===== src/rtl/fpu_rr_arbiter.sv =====
// fpu_rr_arbiter
// Shares one fpnew-style FPU master port between NB_CORES core slave ports.
// - Round-robin arbitration with zero-cycle latency. The pointer rr_q only
//   advances on a handshake, so a stalled winner keeps its priority.
// - The granted core ID of every accepted op is written to an in-order ID FIFO.
//   Each in-order FPU response is routed back to the core at the FIFO head.
// - Result data and flags are broadcast to all cores. Only the rvalid strobe
//   is steered.
// - A response that arrives while nothing is outstanding is dropped and sets a
//   sticky error flag.
// Optional feature: define FPU_RR_ARBITER_STALL_CNT_EN to add stall_cnt_o.
// It is a saturating 32-bit count of cycles in which some core requested but
// no handshake happened.

module fpu_rr_arbiter #(
    parameter int NB_CORES      = 4,
    parameter int DATA_WIDTH    = 32,
    parameter int NB_ARGS       = 3,
    parameter int OPCODE_WIDTH  = 6,
    parameter int DSFLAGS_WIDTH = 15,
    parameter int USFLAGS_WIDTH = 5,
    parameter int MAX_INFLIGHT  = 4
) (
    input  logic                                       clk,
    input  logic                                       rst,
    input  logic [NB_CORES-1:0]                        core_req_i,
    output logic [NB_CORES-1:0]                        core_gnt_o,
    input  logic [NB_CORES*NB_ARGS*DATA_WIDTH-1:0]     core_operands_i,
    input  logic [NB_CORES*OPCODE_WIDTH-1:0]           core_op_i,
    input  logic [NB_CORES*DSFLAGS_WIDTH-1:0]          core_flags_i,
    output logic [NB_CORES-1:0]                        core_rvalid_o,
    output logic [DATA_WIDTH-1:0]                      core_rdata_o,
    output logic [USFLAGS_WIDTH-1:0]                   core_rflags_o,
    output logic                                       fpu_req_o,
    input  logic                                       fpu_gnt_i,
    output logic [NB_ARGS*DATA_WIDTH-1:0]              fpu_operands_o,
    output logic [OPCODE_WIDTH-1:0]                    fpu_op_o,
    output logic [DSFLAGS_WIDTH-1:0]                   fpu_flags_o,
    output logic                                       fpu_rready_o,
    input  logic                                       fpu_rvalid_i,
    input  logic [DATA_WIDTH-1:0]                      fpu_rdata_i,
    input  logic [USFLAGS_WIDTH-1:0]                   fpu_rflags_i,
    output logic [$clog2(MAX_INFLIGHT+1)-1:0]          inflight_o,
    output logic                                       err_o
`ifdef FPU_RR_ARBITER_STALL_CNT_EN
    ,
    output logic [31:0]                                stall_cnt_o
`endif
);

    localparam int CORE_W = $clog2(NB_CORES);
    localparam int PTR_W  = $clog2(MAX_INFLIGHT);
    localparam int CNT_W  = $clog2(MAX_INFLIGHT+1);
    localparam int OPS_W  = NB_ARGS*DATA_WIDTH;

    // Round-robin pointer, ID FIFO state and sticky error
    logic [CORE_W-1:0] rr_q,      rr_d;
    logic [PTR_W-1:0]  wr_ptr_q,  wr_ptr_d;
    logic [PTR_W-1:0]  rd_ptr_q,  rd_ptr_d;
    logic [CNT_W-1:0]  count_q,   count_d;
    logic              err_q,     err_d;
    logic [CORE_W-1:0] id_fifo_q [MAX_INFLIGHT];
    logic [CORE_W-1:0] id_fifo_d [MAX_INFLIGHT];

    // Combinational arbitration/response signals
    logic [CORE_W-1:0] winner_s;
    logic              any_req_s;
    logic              full_s;
    logic              req_s;
    logic              hs_s;
    logic              pop_s;
    logic [CORE_W-1:0] head_s;
    logic [NB_CORES-1:0] gnt_s;
    logic [NB_CORES-1:0] rvalid_s;

    // Winner search: first requester at or above rr_q, wrapping modulo NB_CORES.
    // Core 0 is selected when nobody requests.
    always_comb begin
        logic              found;
        logic [CORE_W:0]   sum;
        logic [CORE_W-1:0] idx;
        found    = 1'b0;
        sum      = '0;
        idx      = '0;
        winner_s = '0;
        for (int k = 0; k < NB_CORES; k++) begin
            sum = {1'b0, rr_q} + (CORE_W+1)'(k);
            if (sum >= (CORE_W+1)'(NB_CORES)) begin
                sum = sum - (CORE_W+1)'(NB_CORES);
            end else begin
                sum = sum;
            end
            idx = sum[CORE_W-1:0];
            if (!found && core_req_i[idx]) begin
                winner_s = idx;
                found    = 1'b1;
            end else begin
                found    = found;
            end
        end
    end

    // Request/handshake qualification.
    // full uses the registered count, so a pop in the same cycle does not reopen the port.
    always_comb begin
        any_req_s = |core_req_i;
        full_s    = (count_q == CNT_W'(MAX_INFLIGHT));
        req_s     = any_req_s & ~full_s;
        hs_s      = req_s & fpu_gnt_i;
        pop_s     = fpu_rvalid_i & (count_q != '0);
        head_s    = id_fifo_q[rd_ptr_q];
    end

    // Payload mux toward the FPU, plus one-hot grant and rvalid steering back to the cores
    always_comb begin
        fpu_operands_o = core_operands_i[0 +: OPS_W];
        fpu_op_o       = core_op_i[0 +: OPCODE_WIDTH];
        fpu_flags_o    = core_flags_i[0 +: DSFLAGS_WIDTH];
        gnt_s          = '0;
        rvalid_s       = '0;
        for (int i = 0; i < NB_CORES; i++) begin
            if (winner_s == CORE_W'(i)) begin
                fpu_operands_o = core_operands_i[i*OPS_W +: OPS_W];
                fpu_op_o       = core_op_i[i*OPCODE_WIDTH +: OPCODE_WIDTH];
                fpu_flags_o    = core_flags_i[i*DSFLAGS_WIDTH +: DSFLAGS_WIDTH];
                gnt_s[i]       = hs_s;
            end else begin
                gnt_s[i]       = 1'b0;
            end
            rvalid_s[i] = pop_s & (head_s == CORE_W'(i));
        end
    end

    // Next-state for the round-robin pointer, ID FIFO, outstanding count and error flag
    always_comb begin
        rr_d      = rr_q;
        wr_ptr_d  = wr_ptr_q;
        rd_ptr_d  = rd_ptr_q;
        count_d   = count_q;
        err_d     = err_q;
        id_fifo_d = id_fifo_q;

        if (hs_s) begin
            id_fifo_d[wr_ptr_q] = winner_s;
            wr_ptr_d            = wr_ptr_q + PTR_W'(1);
            if (winner_s == CORE_W'(NB_CORES-1)) begin
                rr_d = '0;
            end else begin
                rr_d = winner_s + CORE_W'(1);
            end
        end else begin
            rr_d = rr_q;
        end

        if (pop_s) begin
            rd_ptr_d = rd_ptr_q + PTR_W'(1);
        end else begin
            rd_ptr_d = rd_ptr_q;
        end

        case ({hs_s, pop_s})
            2'b10:   count_d = count_q + CNT_W'(1);
            2'b01:   count_d = count_q - CNT_W'(1);
            default: count_d = count_q;
        endcase

        // An orphan response means the FPU and our bookkeeping disagree
        if (fpu_rvalid_i && (count_q == '0)) begin
            err_d = 1'b1;
        end else begin
            err_d = err_q;
        end
    end

    // State registers with asynchronous active-high reset; FIFO contents are discarded
    always_ff @(posedge clk or posedge rst) begin
        if (rst) begin
            rr_q     <= '0;
            wr_ptr_q <= '0;
            rd_ptr_q <= '0;
            count_q  <= '0;
            err_q    <= 1'b0;
            for (int i = 0; i < MAX_INFLIGHT; i++) begin
                id_fifo_q[i] <= '0;
            end
        end else begin
            rr_q     <= rr_d;
            wr_ptr_q <= wr_ptr_d;
            rd_ptr_q <= rd_ptr_d;
            count_q  <= count_d;
            err_q    <= err_d;
            for (int i = 0; i < MAX_INFLIGHT; i++) begin
                id_fifo_q[i] <= id_fifo_d[i];
            end
        end
    end

`ifdef FPU_RR_ARBITER_STALL_CNT_EN
    logic [31:0] stall_cnt_q, stall_cnt_d;

    // Saturating count of cycles in which someone asked but nothing was accepted
    always_comb begin
        if (any_req_s && !hs_s && (stall_cnt_q != 32'hFFFF_FFFF)) begin
            stall_cnt_d = stall_cnt_q + 32'd1;
        end else begin
            stall_cnt_d = stall_cnt_q;
        end
    end

    // Stall counter register
    always_ff @(posedge clk or posedge rst) begin
        if (rst) begin
            stall_cnt_q <= 32'd0;
        end else begin
            stall_cnt_q <= stall_cnt_d;
        end
    end

    assign stall_cnt_o = stall_cnt_q;
`endif

    assign fpu_req_o     = req_s;
    assign core_gnt_o    = gnt_s;
    assign core_rvalid_o = rvalid_s;
    assign core_rdata_o  = fpu_rdata_i;
    assign core_rflags_o = fpu_rflags_i;
    assign fpu_rready_o  = 1'b1;
    assign inflight_o    = count_q;
    assign err_o         = err_q;

endmodule


===== config.mk =====
export PLATFORM = sky130hd
export DESIGN_NAME = fpu_rr_arbiter
export DESIGN_NICKNAME = d
export VERILOG_FILES = /design/src/rtl/fpu_rr_arbiter.sv
export SDC_FILE = /design/constraint.sdc
export NUM_CORES = 1
export LEC_CHECK = 0
export ABC_CLOCK_PERIOD_IN_PS = 2600
export CAP_MARGIN = 15
export CORE_AREA = 2 2 267 269
export DETAILED_ROUTE_END_ITERATION = 8
export DIE_AREA = 0 0 269 271
export PLACE_DENSITY = 0.31
export SYNTH_ARGS = -nofsm -noshare
export SYNTH_HDL_FRONTEND = slang
export SYNTH_SLANG_ARGS = --single-unit

===== constraint.sdc =====
create_clock -name clk -period 2.6 [get_ports clk]
set_clock_uncertainty 0.15 [all_clocks]
set_input_delay 0.52 -clock clk [delete_from_list [all_inputs] [get_ports clk]]
set_output_delay 0.52 -clock clk [all_outputs]
set_load 0.005 [all_outputs]

# --- Yosys cells after proc, flatten, opt, wreduce, memory -nomap -nowiden ---
# Cells that the tools add are included.
word_totals:
  input_bits: 513
  ff_bits: 18
op_classes:
  reduce_logical: 14
  eq_ne: 9
  mux: 40
  bitwise: 10
  add_sub_neg: 12
  n_lt_le_gt_ge: 11
ops:
  columns: ["operator", "count"]
  rows:
  - ["2-to-1 mux 96 bit", 3]
  - ["2-to-1 mux 15 bit", 3]
  - ["2-to-1 mux 2 bit", 12]
  - ["2-to-1 mux 6 bit", 3]
  - [">= comparator 3 bit, second input constant", 5]
  - ["< comparator 2 x 3 -> 1 bit, second input constant", 4]
  - ["2-to-1 mux 1 bit", 11]
  - ["== test 2 bit, second input constant", 5]
  - ["binary-select mux 1 bit (select 2 bit)", 4]
  - ["bitwise mux 8 bit", 1]
  - ["subtractor 2 x 1 -> 2 bit, second input constant", 4]
  - ["AND 1 bit", 7]
  - ["adder 2 x 1 -> 2 bit, second input constant", 3]
  - ["adder 2 x 2 -> 3 bit, second input constant", 2]
  - ["== test 2 x 1 -> 1 bit, second input constant", 3]
  - ["NOT 2 -> 3 bit", 2]
  - ["case mux 3 bit (2 select lines)", 1]
  - ["logical AND 1 bit", 5]
  - ["binary-select mux 2 bit (select 2 bit)", 1]
  - ["demux 2 bit (select 2 bit)", 1]
  - ["logical NOT 2 bit", 2]
  - ["OR reduction 4 bit", 1]
  - ["adder 2 x 1 -> 3 bit, second input constant", 1]
  - ["adder 3 x 1 -> 3 bit, second input constant", 1]
  - ["other kinds (9)", 11]

# --- Longest topological paths before layout ---
# Gate-level depths: netlist of the first run.
depth:
  ltp_word: 18
  depth_mapped: 12
  ltp_nobuf: 9

# --- Worst setup path before layout of the first run ---
# OpenSTA, ideal clock, no wires.
synth_path:
  path_kind: "input to output"
  startpoint: "input port core_req_i[2]"
  endpoint: "output port fpu_operands_o[44]"
  path_stages: 10
  t_arrival_ns: 2.223
  setup_slack_ns: -0.293
  path_cell_list: "nor2b_1 o21a_1 nor3_2 ha_1 buf_4 buf_2 buf_2 clkbuf_1 nand2_1 o21ai_0"
synth_between:
  elab_chain_len: 16
  elab_cells_between_ends: 27
  cone_classes: "eq/ne (3); mux (18); reduce/logical (6)"
synth_lines:
  columns: ["element", "line_no", "rtl"]
  rows:
  - ["from (decl)", "26", "input logic [NB_CORES-1:0] core_req_i,"]
  - ["binary-select mux 1 bit (select 2 bit)", "94", "if (!found && core_req_i[idx]) begin"]
  - ["2-to-1 mux 1 bit (implied by the code)", "94", null]
  - ["2-to-1 mux 1 bit", "94", null]
  - ["logical NOT 1 bit", "94", null]
  - ["logical AND 1 bit", "94", null]
  - ["2-to-1 mux 1 bit", "94", null]
  - ["logical NOT 1 bit", "94", null]
  - ["logical AND 1 bit", "94", null]
  - ["2-to-1 mux 1 bit", "94", null]
  - ["logical NOT 1 bit", "94", null]
  - ["logical AND 1 bit", "94", null]
  - ["2-to-1 mux 2 bit (*)", "94", null]
  - ["via winner_s[0]", "66", "logic [CORE_W-1:0] winner_s;"]
  - ["== test 2 x 1 -> 1 bit", "122", "if (winner_s == CORE_W'(i)) begin"]
  - ["2-to-1 mux 96 bit (2 in a row)", "122", null]
  - ["2-to-1 mux 96 bit (*)", "122", null]
  - ["to (decl)", "36", "output logic [NB_ARGS*DATA_WIDTH-1:0] fpu_operands_o,"]
# Mark *: on every way through the listed nets, which the timed path passes. The rest lies on a longest branch. The select of a mux whose other input is x is not followed.

# --- Final worst setup path of the first run ---
layout_path:
  startpoint: "register rr_q[0]"
  endpoint: "output port fpu_operands_o[81]"
layout_between:
  elab_chain_len: 18
  elab_cells_between_ends: 42
  cone_classes: "add/sub (7); order compare (4); eq/ne (3); mux (22); reduce/logical (6)"
layout_lines:
  columns: ["element", "line_no", "rtl"]
  rows:
  - ["from (decl)", "57", "logic [CORE_W-1:0] rr_q, rr_d;"]
  - ["from (signal assigned)", "187", "rr_q <= rr_d;"]
  - ["parallel branches: the longest is 13 deep, another holds adder 2 x 1 -> 3 bit", null, null]
  - ["2-to-1 mux 2 bit (*)", "94", null]
  - ["via winner_s[1]", "66", null]
  - ["== test 2 x 1 -> 1 bit", "122", null]
  - ["2-to-1 mux 96 bit (2 in a row)", "122", null]
  - ["2-to-1 mux 96 bit (*)", "122", null]
# Mark *: on every way through the listed nets, which the timed path passes. The select of a mux whose other input is x is not followed.

==> flow_metrics.env, run 1 <==
export IMPL_r2r_start="inflight_o[0]"
export IMPL_power_density_nw_per_um2=796
export IMPL_drt_iter0_drc=224
export IMPL_synth_edf_count=0
export IMPL_drive_above_1_share_pct=27.0
export IMPL_cp_required_ns=1.93
export IMPL_syn_cell_area_sq_um=4910
export IMPL_design_area_sq_um=13700
export IMPL_r2r_end="inflight_o[2]"
export IMPL_hold_ws_ns=0.315
export IMPL_start_util_pct=7.04
export IMPL_die_h_um=271
export IMPL_hp_start="err_o"
export IMPL_cts_buffer_depth=2
export IMPL_async_flop_share_pct=100
export IMPL_violations="setup timing"
export IMPL_grt_ovfl_total=0
export IMPL_worstRegToRegCells=9
export IMPL_firstDrtPassIters=4
export IMPL_dp_hpwl_mm=32.7
export IMPL_grt_max_degree=49
export IMPL_post_route_period_util_pct=124
export IMPL_gr_max_usage_layer="met2"
export IMPL_multi_input_area_sq_um=4280
export IMPL_drc=0
export IMPL_grtUsageMet1_pct=11.4
export IMPL_tritoncts="built"
export IMPL_wirelength_mm=40.8
export IMPL_fp_row_count=97
export IMPL_drv_slew=0
export IMPL_postSynthCellCount=783
export IMPL_path_clk_slew_ns=0.06
export IMPL_cp_arrival_ns=2.56
export IMPL_hold_viol=0
export IMPL_wl_per_cell_um=17.0
export IMPL_use_met3_pct=2.18
export IMPL_gp_congestion=0.811
export IMPL_cap_violations=0
export IMPL_cts_sinks=18
export IMPL_synth_seq_cells=18
export IMPL_peakVddDrop_v=0.000303
export IMPL_ys_types=35
export IMPL_rsz0062_at_grt="true"
export IMPL_grt_util_met2_pct=19.7
export IMPL_placed_area_sq_um=12500
export IMPL_worstSetupStartpointType="register"
export IMPL_ys_flop_type="dfrtp_1"
export IMPL_num_vias=7914
export IMPL_min_path_type="register to register"
export IMPL_coreArea_sq_um=69800
export IMPL_ff_latch_area_sq_um=452
export IMPL_avgSynthCellArea_sq_um=6.27
export IMPL_post_route_min_period_ns=3.23
export IMPL_grt_pass1_vias=8003
export IMPL_dieArea_sq_um=72900
export IMPL_io_buffers=605
export IMPL_ys_seq_area_share_pct=9.17
export IMPL_grt_pass1_wl_mm=54.9
export IMPL_ant_nets=0
export IMPL_hold_path_depth=1
export IMPL_p_leak_uw=0.00539
export IMPL_antenna_found_initial=4
export IMPL_status="finished with violations"
export IMPL_ys_warn_count=0
export IMPL_finalNetCount=1983
export IMPL_fillers=7838
export IMPL_worst_slack_ns=-0.633
export IMPL_clk_latency_ns=0.25
export IMPL_cts_max_level=1
export IMPL_cts_buffers=3
export IMPL_die_w_um=269
export IMPL_worstSetupEndpointType="primary output"
export IMPL_whs_endpoint="err_o"
export IMPL_track_usage_pct=10.2
export IMPL_r2r_slack_ns=0.37
export IMPL_pin_count=681
export IMPL_via_per_inst=3.30
export IMPL_critical_path_class="register to primary output"
export IMPL_clockRootBuffer="clkbuf_16"
export IMPL_synth_nets=1306
export IMPL_syn2layout_area_growth_pct=178
export IMPL_worstPathMaxFanout=8
export IMPL_finalSetupViolations=120
export IMPL_fmax_mhz=309
## worst max-delay path by stage
stage | start | end | slack, ns
after CTS | rr_q[0] | fpu_flags_o[11] | -0.74
after global placement | core_req_i[1] | fpu_flags_o[13] | -1.41
final | rr_q[0] | fpu_operands_o[81] | -0.63
after floorplan | core_req_i[1] | fpu_operands_o[83] | -0.21
after detailed placement | core_req_i[2] | fpu_operands_o[81] | -1.44
after global routing | rr_q[0] | fpu_operands_o[93] | -0.80
## registers in the layout, summed over array words and instances, names as in the netlist
signal	cells
wr_ptr_q	2
rr_q	2
id_fifo_q	8
inflight_o	3
rd_ptr_q	2
err_o	1
## area by class of cell
class	count	area share (%)
diodes	2	0.0366
multi-input cells	651	31.3
well taps	940	8.60
inverters	10	0.275
flip-flops and latches	18	3.30
repair buffers	776	55.9
clock buffers	4	0.650
## Yosys cell counts, drive strengths merged, types with 4 or more instances
cell	n	area share (%)
inv	10	0.76
xnor2	4	0.71
mux2i	118	24
dfrtp	18	9.2
nor2	122	9.3
and2	4	0.51
a21oi	120	12
buf	82	11
mux2	9	2.1
o21ai	118	12
ha	9	2.3
nand2	124	9.5
clkbuf	22	1.7
## timing repair
action	4_1_cts	5_1_grt
endpoints found under the setup margin	128	125
setup buffers	69	24
hold buffers	0	0
cloned	8	3
gates resized for setup	640	148
pin swaps	45	71
## through the flow
step,setup WS (ns),util [%],setup TNS [ns],instances,power [uW]
finish,-0.633,19.6,-63.47,2401,10900
detailed placement,-1.44,17.9,-155.62,2313,9410
global placement,-1.41,17.9,-152.56,2313,9460
floorplan,-0.209,-,-15.48,783,4240
global route,-0.797,19.6,-79.73,2400,11800
CTS,-0.736,19.3,-70.90,2392,10800
## report_power, final
group	switching, uW	leakage (uW)	internal [uW]
Sequential	138	0.000209	429
Combinational	4460	0.00513	5510
Clock	110	0.0000442	234
Total	4710	0.00539	6180
## placed cells by master, fill, tap and decap left out, types with 26 or more instances in the layout
cell             netlist  routed
buf_6                  3      56
buf_12                 0      33
nor2_1               122     104
o21ai_1               19     107
buf_2                 23     100
a21oi_1              120      93
clkdlybuf4s50_1        0     476
nand2_1              124     124
mux2i_1              118      96
buf_4                 49      66
a21oi_2                0      26
## cells by family after synthesis
family,after synthesis,synth area share [%]
buf+inv,114,13.5
other cells,1,0.0764
mux,129,27.0
fa+ha+maj,10,2.70
flops,18,9.17
compound gates,241,24.8
xor+xnor,6,1.07
simple gates,264,21.7
## per-layer routing
metal  vias to the layer above  wire, um
met5                         -        40
met4                         6       566
met3                        28      3020
met2                       315     21800
met1                      3561     15300
li1                       4004         -
## worst max-delay path, cell delays in order, from the launching register on
cell and delay, ns:
dfrtp_1 0.42, nand2b_4 0.17, and2b_1 0.16, o32a_1 0.20
inv_2 0.09, ha_4 0.18, buf_12 0.17, buf_12 0.14
buf_6 0.10, mux2i_4 0.27, nor2_1 0.07, a21oi_1 0.12
o21ai_1 0.07, buf_2 0.13
(Power assumes the default switching activity.)
==> inputs of run 2 (changes only) <==
MAX_ROUTING_LAYER = met4   (was unset)
==> flow_metrics.env, run 2 (synthesis results as in run 1) <==
export IMPL_status="finished with violations"
export IMPL_violations="setup timing"
export IMPL_drt_iter0_drc=285
export IMPL_worst_slack_ns=-0.633
export IMPL_drive_above_1_share_pct=27.1
export IMPL_grt_ovfl_total=0
export IMPL_post_route_min_period_ns=3.23
export IMPL_power_frac_seq_pct=5.2
export IMPL_cp_arrival_ns=2.56
export IMPL_worstPathCellList="nand2b_4, and2b_1, o32a_1, inv_2, ha_4, buf_12, buf_12, buf_6, mux2i_4, nor2_1, a21oi_1, o21ai_1, buf_2"
export IMPL_clk_latency_ns=0.25
export IMPL_cpMostUsedCell="buf_12"
export IMPL_num_vias=7896
export IMPL_cts_hold_buf=0
export IMPL_drv_slew=0
export IMPL_gp_congestion=0.823
export IMPL_fillers=7840
export IMPL_cts_sinks=18
export IMPL_via_per_inst=3.29
export IMPL_coreArea_sq_um=69800
export IMPL_die_w_um=269
export IMPL_final_common_cell="clkdlybuf4s50_1"
export IMPL_min_path_type="register to register"
export IMPL_multi_input_area_sq_um=4280
export IMPL_crit_family="buffers and inverters"
export IMPL_track_usage_pct=10.6
export IMPL_tritoncts="built"
export IMPL_dp_hpwl_mm=32.7
export IMPL_post_route_period_util_pct=124
export IMPL_largest_reg_flops=8
export IMPL_p_clk_share_pct=3.2
export IMPL_finalNetCount=1983
export IMPL_drc=0
export IMPL_max_stage_delay_ns=0.42
export IMPL_dpl_worst_slack_ns=-1.44
export IMPL_p_leak_uw=0.00539
export IMPL_fmax_mhz=309
export IMPL_antenna_found_initial=3
export IMPL_grt_pass1_wl_mm=55.0
export IMPL_peakVddDrop_v=0.000305
export IMPL_path_clk_slew_ns=0.06
export IMPL_rsz0062_at_grt="true"
export IMPL_cts_buffers=3
export IMPL_critPathSlowestCell="dfrtp_1"
export IMPL_hold_viol=0
export IMPL_grt_pass1_vias=8008
export IMPL_firstDrtPassIters=5
export IMPL_wl_per_cell_um=16.9
export IMPL_power_density_nw_per_um2=796
export IMPL_net_switching_power_uw=4710
export IMPL_worstSetupEndpointType="primary output"
export IMPL_mostFrequentLayoutCells="476 x clkdlybuf4s50_1, 123 x nand2_1, 107 x o21ai_1, 104 x nor2_1, 100 x buf_2"
export IMPL_crit_buf_inv=5
export IMPL_finalPower_uw=10900
export IMPL_critical_path_class="register to primary output"
export IMPL_internal_power_uw=6180
export IMPL_worstSetupStartpointType="register"
export IMPL_cts_max_level=1
export IMPL_netSwitchingFraction_pct=43.3
export IMPL_die_h_um=271
export IMPL_p_comb_share_pct=91.6
export IMPL_fp_row_count=97
export IMPL_pin_count=681
export IMPL_cts_buffer_depth=2
export IMPL_start_util_pct=7.04
export IMPL_wirelength_mm=40.6
export IMPL_syn2layout_area_growth_pct=179
export IMPL_ff_latch_area_sq_um=452
export IMPL_dieArea_sq_um=72900
export IMPL_finalSetupViolations=120
export IMPL_cap_violations=0
export IMPL_largest_register="id_fifo_q"
export IMPL_ant_nets=0
export IMPL_cp_required_ns=1.93
export IMPL_grt_max_degree=49
export IMPL_clockRootBuffer="clkbuf_16"
export IMPL_io_buffers=605
export IMPL_worstPathMaxFanout=8
run 2: power groups by stage:
stage / registers (uW) / logic (uW) / clock network, uW
final: 567 / 9970 / 344
after global routing: 597 / 10900 / 365
after CTS: 569 / 9890 / 355
after detailed placement: 559 / 8850 / 0
after global placement: 560 / 8900 / 0
after floorplan: 525 / 3720 / 0
run 2: worst paths after layout:
| kind | startpoint | end | slack (ns) | cells after the start |
|---|---|---|---|---|
| setup reg to reg | inflight_o[0] | inflight_o[2] | 0.38 | 9 |
| max in group asynchronous | rst | rd_ptr_q[0] | 1.60 | 3 |
| setup / recovery | rr_q[0] | fpu_operands_o[81] | -0.63 | 13 |
| hold / removal | err_o | err_o | 0.32 | 1 |
| hold reg to reg | err_o | err_o | 0.32 | 1 |
| min in group asynchronous | rst | id_fifo_q[3] | 0.47 | 3 |
run 2: metrics by stage:
| step | cells | hold slack [ns] | util [%] | area, sq um | setup TNS, ns |
|---|---|---|---|---|---|
| floorplan | 783 | 0.301 | - | 4940 | -15.48 |
| global placement | 2313 | 0.309 | 17.9 | 12500 | -152.56 |
| detailed placement | 2313 | 0.298 | 17.9 | 12500 | -155.62 |
| CTS | 2392 | 0.318 | 19.3 | 13400 | -70.90 |
| global route | 2402 | 0.346 | 19.6 | 13700 | -79.74 |
| finish | 2403 | 0.315 | 19.6 | 13700 | -63.51 |
run 2: area by class of cell:
class	instances	share of cell area (%)
Antenna cell	4	0.0732
Inverter	10	0.274
Tap cell	940	8.60
Timing Repair Buffer	776	55.8
Clock buffer	4	0.649
Sequential cell	18	3.30
Multi-Input combinational cell	651	31.3
run 2: metal layers:
metal	up-vias	share of wire, %	global-route usage [%]
li1	4007	-	-
met1	3568	38	11.6
met2	297	54	19.8
met3	24	6.8	1.97
met4	0	1.3	1.71
met5	-	0	-
run 2: worst reg2reg max path, cell delays in order, from the launching register on:
cell and delay [ns]:
dfrtp_1 0.46, nor3b_2 0.31, nor3b_4 0.12, inv_1 0.08, ha_1 0.16, inv_1 0.06, fa_1 0.38, xor2_1 0.15
nor2_1 0.14, xor2_1 0.15
run 2: what timing repair did:
action                                  in CTS  in global routing
pin swaps                                   45                 70
setup buffers                               69                 25
endpoints found under the setup margin     128                125
gates cloned                                 8                  2
resized for setup                          640                157
